**config.mk**
```make
export PLATFORM = sky130hd
export DESIGN_NAME = hazard_scoreboard
export DESIGN_NICKNAME = d
export VERILOG_FILES = /design/src/rtl/hazard_scoreboard.sv
export SDC_FILE = /design/constraint.sdc
export NUM_CORES = 1
export LEC_CHECK = 0
export CAP_MARGIN = 20
export CORE_MARGIN = 2
export CORE_UTILIZATION = 40
export CTS_BUF_LIST = sky130_fd_sc_hd__clkbuf_8
export CTS_CLUSTER_SIZE = 20
export DETAILED_ROUTE_END_ITERATION = 10
export RECOVER_POWER = 100
export SLEW_MARGIN = 20
export SYNTH_ARGS = -nofsm -noshare
export SYNTH_HDL_FRONTEND = slang
export SYNTH_SLANG_ARGS = --single-unit
```
**constraint.sdc**
```tcl
create_clock -name clk -period 4.5 [get_ports clk]
set_input_delay 0.9 -clock clk [delete_from_list [all_inputs] [get_ports clk]]
set_output_delay 0.9 -clock clk [all_outputs]
set_load 0.02 [all_outputs]
```
**src/rtl/hazard_scoreboard.sv**
```systemverilog
// hazard_scoreboard: per-register pending-write scoreboard driving ID-stage stalls.
//
// Sits beside the ID stage of a five-stage MIPS pipeline. Every destination
// register carries a countdown of the cycles its result is still unavailable
// to a consumer in ID, plus a flag marking the pending writer as a load.
//
// Ports:
//   clk, rst_n        pipeline clock, asynchronous active-low reset
//   id_valid/id_flush ID holds a real instruction / it is squashed this cycle
//   id_rs, id_rt      source registers, qualified by id_use_rs / id_use_rt
//   id_is_branch      operands are compared in ID (beq/bne)
//   id_reg_write      instruction writes id_dest
//   id_is_load        instruction is a load
//   id_dest           destination register
//   pc_write          PC enable
//   if_id_write       IF/ID enable
//   stall             force ID/EX control to bubble
//   busy_vec          bit r set while register r has a pending countdown
//   stall_cycles      saturating count of stalled cycles (HAZARD_STALL_CNT_EN only)
//
// Optional feature macro: HAZARD_STALL_CNT_EN adds the stall_cycles counter.
module hazard_scoreboard #(
    parameter int REG_W          = 5,
    parameter int ALU_BR_STALL   = 1,
    parameter int LOAD_BR_STALL  = 2,
    parameter int LOAD_USE_STALL = 1,
    parameter int CNT_W          = 2
) (
    input  logic                  clk,
    input  logic                  rst_n,
    input  logic                  id_valid,
    input  logic                  id_flush,
    input  logic [REG_W-1:0]      id_rs,
    input  logic [REG_W-1:0]      id_rt,
    input  logic                  id_use_rs,
    input  logic                  id_use_rt,
    input  logic                  id_is_branch,
    input  logic                  id_reg_write,
    input  logic                  id_is_load,
    input  logic [REG_W-1:0]      id_dest,
    output logic                  pc_write,
    output logic                  if_id_write,
    output logic                  stall,
`ifdef HAZARD_STALL_CNT_EN
    output logic [31:0]           stall_cycles,
`endif
    output logic [2**REG_W-1:0]   busy_vec
);
    localparam int NUM_REGS = 2**REG_W;
    localparam logic [CNT_W-1:0] ALU_L  = CNT_W'(ALU_BR_STALL);
    localparam logic [CNT_W-1:0] LD_L   = CNT_W'(LOAD_BR_STALL);
    // A non-branch consumer of a load only waits while more than this many
    // branch-stall cycles remain, since it needs the value one stage later.
    localparam logic [CNT_W-1:0] USE_TH = CNT_W'(LOAD_BR_STALL - LOAD_USE_STALL);

    logic [CNT_W-1:0]    cnt [NUM_REGS];
    logic [NUM_REGS-1:0] ld;
    logic                hz_rs;
    logic                hz_rt;
    logic                issue;
    logic [CNT_W-1:0]    new_cnt;

    always_comb begin
        hz_rs       = id_use_rs && id_rs != '0 &&
                      (id_is_branch ? cnt[id_rs] != '0 : ld[id_rs] && cnt[id_rs] > USE_TH);
        hz_rt       = id_use_rt && id_rt != '0 &&
                      (id_is_branch ? cnt[id_rt] != '0 : ld[id_rt] && cnt[id_rt] > USE_TH);
        stall       = id_valid && !id_flush && (hz_rs || hz_rt);
        pc_write    = !stall;
        if_id_write = !stall;
        issue       = id_valid && !id_flush && !stall && id_reg_write && id_dest != '0;
        new_cnt     = id_is_load ? LD_L : ALU_L;
    end

    // Register 0 is never written after reset, so it can never hazard.
    // The newest writer overwrites any countdown still running on its register.
    always_ff @(posedge clk or negedge rst_n) begin
        if (!rst_n) begin
            cnt <= '{default: '0};
            ld  <= '0;
        end else begin
            for (int r = 1; r < NUM_REGS; r++) begin
                if (issue && id_dest == REG_W'(r)) begin
                    cnt[r] <= new_cnt;
                    ld[r]  <= id_is_load && new_cnt != '0;
                end else if (cnt[r] != '0) begin
                    cnt[r] <= cnt[r] - 1'b1;
                    ld[r]  <= ld[r] && cnt[r] != CNT_W'(1);
                end
            end
        end
    end

    always_comb begin
        for (int r = 0; r < NUM_REGS; r++)
            busy_vec[r] = cnt[r] != '0;
    end

`ifdef HAZARD_STALL_CNT_EN
    always_ff @(posedge clk or negedge rst_n) begin
        if (!rst_n)
            stall_cycles <= '0;
        else if (stall && stall_cycles != '1)
            stall_cycles <= stall_cycles + 1'b1;
    end
`endif
endmodule
```
==> flow_metrics.env <==
export IMPL_status="finished, violations left"
export IMPL_failed_checks="capacitance limit, slew limit"
export IMPL_areaGrowthSynthToFinish_pct=13.00
export IMPL_synth_nets=787
export IMPL_grt_pass1_vias=6119
export IMPL_syn_inst=701
export IMPL_wl_per_cell_um=20.57
export IMPL_whs_ns=0.5789
export IMPL_netlist_top_cell_by_area="dfrtp_1"
export IMPL_grt_total_usage_pct=21.52
export IMPL_firstDrtPassIters=5
export IMPL_cts_root_buf="clkbuf_8"
export IMPL_synth_edff_count=0
export IMPL_synthFlopType="dfrtp_1"
export IMPL_worst_setup_path_type="primary input to primary output"
export IMPL_grt_pass1_wl_mm=33.18
export IMPL_fin_crit_sh_pct=97.68
export IMPL_layout_commonest_cell="inv_1"
export IMPL_comb_power_share_pct=55.4
export IMPL_cts_max_level=3
export IMPL_die_w_um=141.3
export IMPL_mappedNetlistArea_um2=7545
export IMPL_report_final_hold_viol_count=0
export IMPL_slew_headroom_pct=-18.21
export IMPL_drive_gt1_share_pct=14.30
export IMPL_cts_setup_buffers=0
export IMPL_fin_crit_ns=4.396
export IMPL_maxCapViolCount=1
export IMPL_r2r_setup_slack_ns=0.83
export IMPL_cts_tree="yes"
export IMPL_drtIter0Drc=412
export IMPL_p_sw_mw=2.075
export IMPL_cts_hold_buffers_added=0
export IMPL_grt_antenna_before_repair=0
export IMPL_io_buffers=57
export IMPL_clock_path_buffers=2
export IMPL_ys_ff_latch=93
export IMPL_setup_tns_final_ns=0
export IMPL_seqPwrFrac_pct=32.8
export IMPL_fillCellCount=1739
export IMPL_drc=0
export IMPL_power_internal_mw=2.745
export IMPL_max_slew_worst_pin_slew_ns=1.773
export IMPL_hp_class="flip-flop to flip-flop"
export IMPL_ant_nets=0
export IMPL_ios=59
export IMPL_ys_types=58
export IMPL_routed_via_density=5.606
export IMPL_die_area_um2=19980
export IMPL_ys_async_sr_fraction_pct=100.0
export IMPL_drv_slew=69
export IMPL_arrival_ns=3.50
export IMPL_clk_latency_ns=0.39
export IMPL_critPathRequiredTime_ns=3.60
export IMPL_die_y_um=141.3
export IMPL_core_um2=18580
export IMPL_nNetsFinal=859
export IMPL_cp_max_fo=10
export IMPL_leakage_nw=4.119
export IMPL_yosysTopAreaCellShare_pct=30.85
export IMPL_syn_avg_cell_area_um2=10.76
export IMPL_antenna_cells=0
export IMPL_setup_slack_ns=0.1045
export IMPL_finalSetupViolCount=0
export IMPL_grt_start_max_net_pins=69
export IMPL_initial_core_util_pct=40.61
export IMPL_critPathLaunchType="primary input"
export IMPL_final_cell_mix="inv_1, mux2i_1, dfrtp_1, ha_1, o21ai_0"
export IMPL_power_mw=4.820
export IMPL_grt_overflow=0
export IMPL_max_vdd_ir_drop_mv=0.2837
export IMPL_wl_mm=20.78
export IMPL_ys_top_cells_by_area="dfrtp_1, mux2i_1, ha_1"
export IMPL_via_count=5662
export IMPL_clock_sinks=93
export IMPL_rsz0062_at_grt="no"
export IMPL_fin_skew_ns=0.01433
export IMPL_endpoint_kind="primary output"
export IMPL_rows=50
export IMPL_yosysWarnings=3
export IMPL_p_sw_share_pct=43.06
export IMPL_clk_pin_slew_ns=0.08
export IMPL_seq_area_frac_synth_pct=30.85
export IMPL_clkPwrFrac_pct=11.9
export IMPL_numCtsBuffers=9
export IMPL_power_density_nw_per_um2=565.3
export IMPL_dp_hpwl_mm=15.58
export IMPL_preCtsSetupSlack_ns=-0.1635
export IMPL_fmax_mhz=227.5
export IMPL_place_congestion=0.8596
-- synth_stat cells, drive strengths merged (2+ instances only) --
master and number:
a211o 2, a21oi 5, a221oi 5, a22oi 6, a311oi 2, a31oi 2, and3 2, buf 22
clkbuf 17, dfrtp 93, ha 62, inv 127, mux2 43, mux2i 116, mux4 31, nand2 12
nand2b 2, nand3 5, nand3b 2, nand4 2, nor2 9, nor2b 11, nor4 14, nor4b 4
o211ai 3, o21ai 36, or4 14, xor2 31
-- worst max-delay path: stages --
cell and delay [ns]:
clkdlybuf4s50_1 0.51, buf_12 0.15, mux4_2 0.51, a211o_1 0.31
o31ai_1 0.08, o221ai_1 0.18, o2111a_2 0.20, o21ai_1 0.16
buf_4 0.15, inv_1 0.03, dlygate4sd2_1 0.31
-- power by group through the flow --
stage	clock network [mW]	logic [mW]	registers [mW]
4_1_cts	0.586	2.78	1.58
5_1_grt	0.614	3.00	1.62
2_1_floorplan	0	2.01	1.41
6_report	0.572	2.67	1.58
3_5_place_dp	0	2.75	1.59
3_3_place_gp	0	2.58	1.58
-- sequential cells by signal (all words and copies together), names as in the netlist --
| name | cells |
|---|---|
| cnt | 62 |
| ld | 31 |
-- cells by family (layout without fill, tap and decap cells) --
logic type / Yosys count / in the layout / synth area share [%]
mux: 190 / 190 / 31.06
other cells: 1 / 1 / 0.04970
buf+inv: 167 / 242 / 9.038
compound gates: 74 / 74 / 6.401
flops: 93 / 93 / 30.85
xor+xnor: 31 / 31 / 3.599
simple gates: 83 / 83 / 8.723
fa+ha+maj: 62 / 62 / 10.28
-- area by class of cell --
cell class / count / area, um2 / area share [%]
inverters: 128 / 480.5 / 5.635
clock inverters: 4 / 42.54 / 0.4990
well taps: 234 / 292.8 / 3.434
clock buffers: 10 / 137.6 / 1.614
flip-flops and latches: 93 / 2327 / 27.30
repair buffers: 100 / 867.1 / 10.17
multi-input cells: 441 / 4378 / 51.35
-- routing by layer --
metal | GRT usage, % | routed length, um
met5 | 0 | 0
met3 | 3.645 | 862
met1 | 28.91 | 9602
met2 | 35.59 | 9875
met4 | 6.842 | 437
-- per-stage QoR --
step	utilization (%)	cell area (um2)	instances
finish	45.89	8526	1010
global route	45.89	8526	1010
CTS	46.98	8730	1010
detailed placement	46.03	8553	996
global placement	46.03	8553	996
floorplan	-	7545	701
-- path summary, 6_finish.rpt --
check / start / cells past startpoint / end
setup / recovery: id_rs[0] / 11 / stall
hold / removal: ld[15] / 2 / ld[15]
setup reg to reg: cnt[30] / 8 / cnt[57]
hold reg to reg: ld[15] / 2 / ld[15]
max in group asynchronous: rst_n / 2 / cnt[32]
min in group asynchronous: rst_n / 1 / ld[24]
-- timing repair --
| item | 4_1_cts | 5_1_grt |
|---|---|---|
| pin swaps | 0 | 0 |
| setup endpoints to repair | 3 | 3 |
| resized for setup | 3 | 1 |
No activity file was read; power rests on OpenSTA's default activity.
